## src/rtl/phys_reg_freelist_pkg.sv

```systemverilog
// Shared widths, types and helpers for the physical register freelist.
// Optional flush recovery in the top is enabled with RENAME_FLUSH_EN.
package phys_reg_freelist_pkg;

  localparam int unsigned DISPATCH_WIDTH       = 2;
  localparam int unsigned PHYS_REGS            = 64;
  localparam int unsigned PHYS_REGS_ADDR_WIDTH = 6;
  localparam int unsigned FL_CNT_WIDTH         = PHYS_REGS_ADDR_WIDTH + 1;
  localparam int unsigned ARCH_REGS            = 32;
  localparam int unsigned ARCH_ADDR_WIDTH      = 5;
  localparam int unsigned FREE_REGS            = PHYS_REGS - ARCH_REGS;

  typedef logic [PHYS_REGS_ADDR_WIDTH-1:0] phys_addr_t;
  typedef logic [ARCH_ADDR_WIDTH-1:0]      arch_addr_t;
  typedef logic [FL_CNT_WIDTH-1:0]         fl_cnt_t;

  // One ROB commit lane as seen by the commit map.
  typedef struct packed {
    logic       en;
    arch_addr_t arch_rd;
    phys_addr_t phys_rd;
  } commit_lane_t;

  function automatic fl_cnt_t popcount(input logic [DISPATCH_WIDTH-1:0] v);
    fl_cnt_t n;
    n = '0;
    for (int unsigned i = 0; i < DISPATCH_WIDTH; i++) begin
      n = n + fl_cnt_t'(v[i]);
    end
    return n;
  endfunction

endpackage

```

## src/rtl/phys_reg_freelist_commit_map.sv

```systemverilog
// Committed arch->phys map; returns the mapping each retiring rd displaces.
// Lanes are applied in order, so a later lane sees an earlier lane's same-cycle write.
module phys_reg_freelist_commit_map
  import phys_reg_freelist_pkg::*;
(
  input  logic                             clk,
  input  logic                             rst,
  input  commit_lane_t [DISPATCH_WIDTH-1:0] commit_i,
  output logic [DISPATCH_WIDTH-1:0]        free_vld_c_o,
  output phys_addr_t [DISPATCH_WIDTH-1:0]  old_phys_rd_c_o
);

  phys_addr_t map_q [ARCH_REGS];
  phys_addr_t map_d [ARCH_REGS];

  // Reading map_d (not map_q) forwards earlier lanes' writes to later lanes.
  always_comb begin
    map_d           = map_q;
    free_vld_c_o    = '0;
    old_phys_rd_c_o = '0;
    for (int unsigned i = 0; i < DISPATCH_WIDTH; i++) begin
      free_vld_c_o[i]    = commit_i[i].en && (commit_i[i].arch_rd != '0);
      old_phys_rd_c_o[i] = map_d[commit_i[i].arch_rd];
      if (free_vld_c_o[i]) begin
        map_d[commit_i[i].arch_rd] = commit_i[i].phys_rd;
      end
    end
  end

  always_ff @(posedge clk or posedge rst) begin
    if (rst) begin
      for (int unsigned i = 0; i < ARCH_REGS; i++) begin
        map_q[i] <= PHYS_REGS_ADDR_WIDTH'(i);
      end
    end else begin
      map_q <= map_d;
    end
  end

endmodule

```

## src/rtl/phys_reg_freelist.sv

```systemverilog
// Circular freelist of physical registers: all-or-nothing allocation, commit-driven reclaim.
// Define RENAME_FLUSH_EN to add flush_i, which rewinds head to the commit point.
module phys_reg_freelist
  import phys_reg_freelist_pkg::*;
(
  input  logic                            clk,
  input  logic                            rst,
  input  logic [DISPATCH_WIDTH-1:0]       alloc_req_i,
  output phys_addr_t [DISPATCH_WIDTH-1:0] alloc_phys_rd_c_o,
  output logic                            alloc_stall_c_o,
  input  logic [DISPATCH_WIDTH-1:0]       commit_en_i,
  input  arch_addr_t [DISPATCH_WIDTH-1:0] commit_arch_rd_i,
  input  phys_addr_t [DISPATCH_WIDTH-1:0] commit_phys_rd_i,
`ifdef RENAME_FLUSH_EN
  input  logic                            flush_i,
`endif
  output fl_cnt_t                         free_count_o
);

  phys_addr_t fifo_q [PHYS_REGS];
  phys_addr_t fifo_d [PHYS_REGS];
  phys_addr_t head_q, head_d;
  phys_addr_t tail_q, tail_d;
  fl_cnt_t    count_q, count_d;
`ifdef RENAME_FLUSH_EN
  phys_addr_t commit_head_q, commit_head_d;
`endif

  commit_lane_t [DISPATCH_WIDTH-1:0] commit_lanes;
  logic [DISPATCH_WIDTH-1:0]         free_vld;
  phys_addr_t [DISPATCH_WIDTH-1:0]   old_phys_rd;
  fl_cnt_t                           n_req;
  fl_cnt_t                           n_free;

  always_comb begin
    commit_lanes = '0;
    for (int unsigned i = 0; i < DISPATCH_WIDTH; i++) begin
      commit_lanes[i].en      = commit_en_i[i];
      commit_lanes[i].arch_rd = commit_arch_rd_i[i];
      commit_lanes[i].phys_rd = commit_phys_rd_i[i];
    end
  end

  phys_reg_freelist_commit_map u_commit_map (
    .clk             (clk),
    .rst             (rst),
    .commit_i        (commit_lanes),
    .free_vld_c_o    (free_vld),
    .old_phys_rd_c_o (old_phys_rd)
  );

  assign n_req  = popcount(alloc_req_i);
  assign n_free = popcount(free_vld);

  // Lanes pick consecutive entries from head, skipping non-requesting lanes.
  always_comb begin
    phys_addr_t rd_off;
    rd_off            = '0;
    alloc_phys_rd_c_o = '0;
    for (int unsigned i = 0; i < DISPATCH_WIDTH; i++) begin
      alloc_phys_rd_c_o[i] = fifo_q[head_q + rd_off];
      if (alloc_req_i[i]) begin
        rd_off = rd_off + phys_addr_t'(1);
      end
    end
  end

  always_comb begin
    alloc_stall_c_o = (n_req > count_q);
`ifdef RENAME_FLUSH_EN
    if (flush_i) begin
      alloc_stall_c_o = 1'b1;
    end
`endif
  end

  // Pointer, count and FIFO update; freed regs land at tail in lane order.
  always_comb begin
    phys_addr_t wr_off;
    wr_off  = '0;
    fifo_d  = fifo_q;
    head_d  = head_q;
    count_d = count_q + n_free;
    for (int unsigned i = 0; i < DISPATCH_WIDTH; i++) begin
      if (free_vld[i]) begin
        fifo_d[tail_q + wr_off] = old_phys_rd[i];
        wr_off = wr_off + phys_addr_t'(1);
      end
    end
    tail_d = tail_q + phys_addr_t'(n_free);
    if (!alloc_stall_c_o) begin
      head_d  = head_q + phys_addr_t'(n_req);
      count_d = count_q - n_req + n_free;
    end
`ifdef RENAME_FLUSH_EN
    commit_head_d = commit_head_q + phys_addr_t'(n_free);
    // Squashed allocations between commit_head and head become free again.
    if (flush_i) begin
      head_d  = commit_head_d;
      count_d = fl_cnt_t'(phys_addr_t'(tail_d - commit_head_d));
    end
`endif
  end

  always_ff @(posedge clk or posedge rst) begin
    if (rst) begin
      for (int unsigned i = 0; i < PHYS_REGS; i++) begin
        fifo_q[i] <= (i < FREE_REGS) ? PHYS_REGS_ADDR_WIDTH'(i + ARCH_REGS) : '0;
      end
      head_q  <= '0;
      tail_q  <= PHYS_REGS_ADDR_WIDTH'(FREE_REGS);
      count_q <= FL_CNT_WIDTH'(FREE_REGS);
    end else begin
      fifo_q  <= fifo_d;
      head_q  <= head_d;
      tail_q  <= tail_d;
      count_q <= count_d;
    end
  end

`ifdef RENAME_FLUSH_EN
  always_ff @(posedge clk or posedge rst) begin
    if (rst) begin
      commit_head_q <= '0;
    end else begin
      commit_head_q <= commit_head_d;
    end
  end
`endif

  assign free_count_o = count_q;

  // More frees than outstanding allocations means the ROB broke protocol.
  assert property (@(posedge clk) disable iff (rst)
                   (32'(count_q) + 32'(n_free) <= FREE_REGS))
    else $error("phys_reg_freelist: push beyond capacity count=%0d n_free=%0d", count_q, n_free);

endmodule

```

## config.mk

```make
export PLATFORM = sky130hd
export DESIGN_NAME = phys_reg_freelist
export DESIGN_NICKNAME = d
export VERILOG_FILES = /design/src/rtl/phys_reg_freelist_pkg.sv /design/src/rtl/phys_reg_freelist_commit_map.sv /design/src/rtl/phys_reg_freelist.sv
export SDC_FILE = /design/constraint.sdc
export NUM_CORES = 2
export LEC_CHECK = 0
export CORE_MARGIN = 2
export CORE_UTILIZATION = 25
export CTS_CLUSTER_SIZE = 10
export DETAILED_ROUTE_END_ITERATION = 12
export SLEW_MARGIN = 10
export SYNTH_ARGS = -nofsm -noshare
export SYNTH_HDL_FRONTEND = slang
export SYNTH_HIERARCHICAL = 1
export SYNTH_SLANG_ARGS = --single-unit
```

## constraint.sdc

```tcl
create_clock -name clk -period 17.7 [get_ports clk]
set_input_delay 3.54 -clock clk [delete_from_list [all_inputs] [get_ports clk]]
set_output_delay 3.54 -clock clk [all_outputs]
set_load 0.05 [all_outputs]
```

## Word-level counts from Yosys, hierarchy flattened

Index checks and enable logic that the tools add are counted.

- Register bits: 595
- Bits of input ports: 28
- Output and inout bits: 20
- Word-level logic and storage cells: 164

- Add/subtract/negate cells: 9
- Order comparisons: 11
- Multiplexer cells: 31
- Bitwise gates (word level): 6
- Reductions and logical operators: 8

Operators with widths:

| kind | number |
|---|---|
| bitwise mux 384 bit | 2 |
| 2-to-1 mux 384 bit | 2 |
| bitwise mux 192 bit | 2 |
| 2-to-1 mux 192 bit | 2 |
| binary-select mux 6 bit (select 6 bit) | 2 |
| demux 6 bit (select 6 bit) | 2 |
| 2-to-1 mux 6 bit | 12 |
| binary-select mux 6 bit (select 5 bit) | 2 |
| demux 6 bit (select 5 bit) | 2 |
| greater-or-equal comparator 7 bit, second input constant | 4 |
| inverter 6 -> 7 bit | 4 |
| adder 7 x 2 -> 7 bit | 2 |
| less-than comparator 7 x 1 -> 1 bit, second input constant | 2 |
| adder 6 x 2 -> 6 bit | 2 |
| adder 6 bit | 2 |
| greater-or-equal comparator 6 bit, second input constant | 2 |
| less-than comparator 6 x 1 -> 1 bit, second input constant | 2 |
| inverter 5 -> 6 bit | 2 |
| nonzero test 5 bit | 2 |
| greater-than comparator 2 x 7 -> 1 bit | 1 |
| 2-to-1 mux 7 bit | 1 |
| subtractor 7 x 2 -> 7 bit | 1 |
| logical AND 1 bit | 6 |
| adder 1 x 1 -> 2 bit | 2 |
| 2-to-1 mux 1 bit | 2 |

## Logic depth before layout (Yosys ltp)

- Word-level depth: 12
- Depth in mapped cells: 15
- Gate-level depth less buffers: 13

## Hierarchy

The synthesis kept the hierarchy.

Modules (own cells, without submodules):

| module | instances | cells each | area each (um^2) | seq. area each (um^2) |
|---|---|---|---|---|
| phys_reg_freelist | 1 | 2,120 | 27,508.9 | 10,227.3 |
| phys_reg_freelist_commit_map | 1 | 1,361 | 12,929.9 | 4,904.7 |

## Least setup slack after synthesis

No wires, ideal clock.

- Path kind: in2out
- Start: input alloc_req_i[0]
- End: output alloc_phys_rd_c_o[7] (netlist bit)
- Arrival: 6,119 ps
- Data required time: 14,160 ps
- Setup slack: 8,041 ps
- Stages on the path: 9
- Path buffers: 3
- Cells stage by stage: ha_1 > ha_1 > clkbuf_1 > buf_2 > buf_1 > mux4_2 > mux4_2 > mux2i_1 > mux2i_1

RTL lines:

| element | RTL line | text |
|---|---|---|
| start: declaration | phys_reg_freelist.sv:8 | `input logic [DISPATCH_WIDTH-1:0] alloc_req_i,` |
| end: declaration | phys_reg_freelist.sv:9 | `output phys_addr_t [DISPATCH_WIDTH-1:0] alloc_phys_rd_c_o,` |

==> key figures <==
Pwr
  • Maximum VDD drop: 0.1459 mV
  • Power density cells: 173.0 nW/um^2
  • Final Power: 7.831 mW
  • Leakage: 17.75 nW

Worst setup path
  • CP Data Arrival Time: 8.34 ns
  • Critical path required time: 14.16 ns
  • CP Cell Sequence: clkdlybuf4s50_1 -> ha_4 -> ha_4 -> buf_4 -> mux4_2 -> mux4_2 -> mux2i_1 -> mux2i_1 -> clkdlybuf4s50_1
  • Crit Path Max Fanout: 49
  • Worst Setup Path Type: in2out
  • Critical Path Max Stage Delay: 0.76 ns
  • Reg2reg path depth: 6
  • CP Launch Type: input pin
  • Critical Path End Type: output port
  • Slowest cell on crit path: clkdlybuf4s50_1

Run
  • Max Cap Viol: 0

Global routing
  • Gr usage total: 17.57%
  • Vias in the first global route: 30770
  • Overflow left after global routing: 0
  • Largest net degree at the start of global routing: 151
  • Initial antenna violation count: 4
  • First-pass GRT wire length: 217500 um

Logic synthesis
  • Post-synth EDFFs: 0
  • Syn avg cell area: 11.62 um^2
  • Ys async rst share: 100.0%
  • Post-synthesis sequential area ratio: 37.42%
  • Cell Area, Synth: 40440 um^2
  • Distinct cells, synth: 89
  • Mapped Cells: 3481
  • Main synth FF type: dfrtp_1
  • Syn. warnings: 6
  • Post-Syn Nets: 3542
  • Register bit count reported by yosys: 595

Timing
  • Clock Skews: 0.03258 ns
  • Setup TNS: 0 ns
  • RSZ-0062 raised after global routing: false
  • Fin Hold WS: 0.4039 ns
  • Worst-Margin Slew: 1.391 ns
  • Slew HR: 7.237%
  • Final Setup Violations: 0
  • Fin crit period: 11.88 ns
  • Final Hold Violating Endpoints: 0
  • Crit share post-route: 67.15%
  • Highest achievable clock rate: 84.14 MHz
  • Final slew viol count: 0

Detailed routing
  • Starting DRT DRC Count: 3674
  • Drt drc: 0
  • DR pass1 iterations: 5
  • Vias/cell: 5.550
  • Routed len/inst: 26.33 um
  • Final WL: 146500 um
  • Via count: 30890
  • Routed Antenna Nets: 0

Die
  • FP Rows: 147
  • Die footprint: 165000 um^2
  • Die Wd: 406.2 um
  • Initial Util: 25.18%
  • Die Ht: 406.2 um
  • Boundary pin count: 48
  • Core ar.: 160600 um^2

Final layout
  • Share of layout cells above drive strength 1: 38.38%
  • Fillers: 16380
  • Area growth syn-to-layout: 11.93%
  • Footprint of the multi-input gates: 23900 um^2
  • Diode count: 0
  • Fin nets: 3402
  • Register area: 15140 um^2

Placement
  • HPWL after detailed placement: 97120 um
  • Routability cong.: 0.9790
  • PortBufs: 47

CTS
  • Post-CTS Setup Bufs: 0
  • CTS tree: done
  • Num CTS Buffers: 76
  • H-tree levels: 3
  • Worst-Skew Late Latency: 0.69 ns
  • Post-CTS Resized: 0
  • Buffer depth of the longest clock path: 3
  • Hold buffers post-CTS: 0
  • Sink Count: 595
  • CTS root buf: clkbuf_16
  • Clk slew on worst S/H paths: 0.06 ns

Outcome
  • Status: complete, no violations

Worst hold path
  • Hold Crit Class: reg2reg
  • Worst Hold Depth: 0
## cells in the mapped netlist, types with 43 or more instances
| cell type | instances | area [um^2] |
|---|---|---|
| dfrtp_1 | 401 | 10030 |
| clkbuf_1 | 212 | 795.8 |
| buf_2 | 66 | 330.3 |
| dfstp_2 | 194 | 5097 |
| mux4_2 | 295 | 6644 |
| nand4_1 | 43 | 269.0 |
| o21ai_0 | 117 | 585.6 |
| nor2_1 | 276 | 1036 |
| a21oi_1 | 256 | 1281 |
| nand2_1 | 190 | 713.2 |
| mux2i_1 | 329 | 3293 |
| mux2_2 | 544 | 6126 |
## critical path: cells and delay by family
family	cells	cell delay [ns]
buf+inv	3	2.00
fa+ha+maj	2	0.98
mux	4	1.80
## state kept, by name (all words and copies together) (netlist names)
register,flops
u_commit_map/map_q,192
fifo_q,384
free_count_o,7
tail_q,6
head_q,6
## worst paths after layout
kind / start / to / slack [ns]
max: alloc_req_i[0] / alloc_phys_rd_c_o[11] / 5.82
max in group asynchronous: rst / fifo_q[259]$_DFF_PP0_ / 11.76
min in group asynchronous: rst / u_commit_map/map_q[92]$_DFF_PP0_ / 3.67
min: u_commit_map/map_q[186]$_DFF_PP0_ / u_commit_map/map_q[186]$_DFF_PP0_ / 0.40
min reg2reg: u_commit_map/map_q[186]$_DFF_PP0_ / u_commit_map/map_q[186]$_DFF_PP0_ / 0.40
max reg2reg: tail_q[0]$_DFF_PP0_ / fifo_q[364]$_DFF_PP0_ / 13.31
## power breakdown
part / leakage, nW / internal (mW) / switching (mW)
registers: 7.08 / 1.97 / 0.574
clock network: 1.18 / 0.903 / 0.660
logic: 9.50 / 1.73 / 1.99
## through the flow
stage | instances | util [%] | instance area (um^2) | setup slack, ns
2_1_floorplan | 3481 | - | 40440 | 3.139
3_3_place_gp | 5423 | 26.66 | 42810 | 5.858
3_5_place_dp | 5423 | 26.66 | 42810 | 5.799
4_1_cts | 5565 | 28.19 | 45260 | 5.792
5_1_grt | 5565 | 28.19 | 45260 | 5.649
6_report | 5565 | 28.19 | 45260 | 5.815
## layout by cell type, fill, tap and decap left out, types with 11 or more instances in the layout
master           synthesis  layout
nand3_1                 33      33
nor2b_1                 14      14
dfstp_2                194     194
mux4_2                 295     295
mux2_2                 544     544
o22ai_1                 34      34
nor2_2                  26      28
nand2_1                190     190
buf_4                   14      69
nand4_1                 43      43
dfrtp_1                401     399
nor2_1                 276     274
a22oi_1                 21      21
clkdlybuf4s50_1          0      42
inv_1                   20      18
clkbuf_16                0      77
ha_1                    28      26
nor4_1                  42      42
a21oi_1                256     255
o21ai_0                117     117
clkbuf_1               212      40
nand2b_1                15      15
a211oi_1                13      13
nor3_1                  30      30
o32ai_1                 17      17
a31oi_1                 12      12
a211oi_4                11      11
mux2i_1                329     329
## metal layers
metal  GRT usage, %  up-vias  part of all wire [%]
met5              0        -                 0.014
met4          9.333        4                   5.8
met3          3.391      427                   8.9
met2          27.43     1707                    45
met1          22.96    15860                    40
li1               -    12880                     -
## cell families after synthesis
family	Yosys count	share of synthesized area (%)
flops	595	37.42
compound gates	547	8.320
simple gates	756	9.022
mux	1173	39.89
buf+inv	355	3.741
fa+ha+maj	33	1.114
xor+xnor	22	0.4951
## layout make-up
class	count	share of cell area, %
tap	2160	5.971
multi-input combinational	2531	52.80
timing repair buffer	115	2.151
clock buffer	127	4.893
sequential	595	33.45
clock inverter	15	0.5224
inverter	22	0.2156
(Power assumes the default switching activity.)
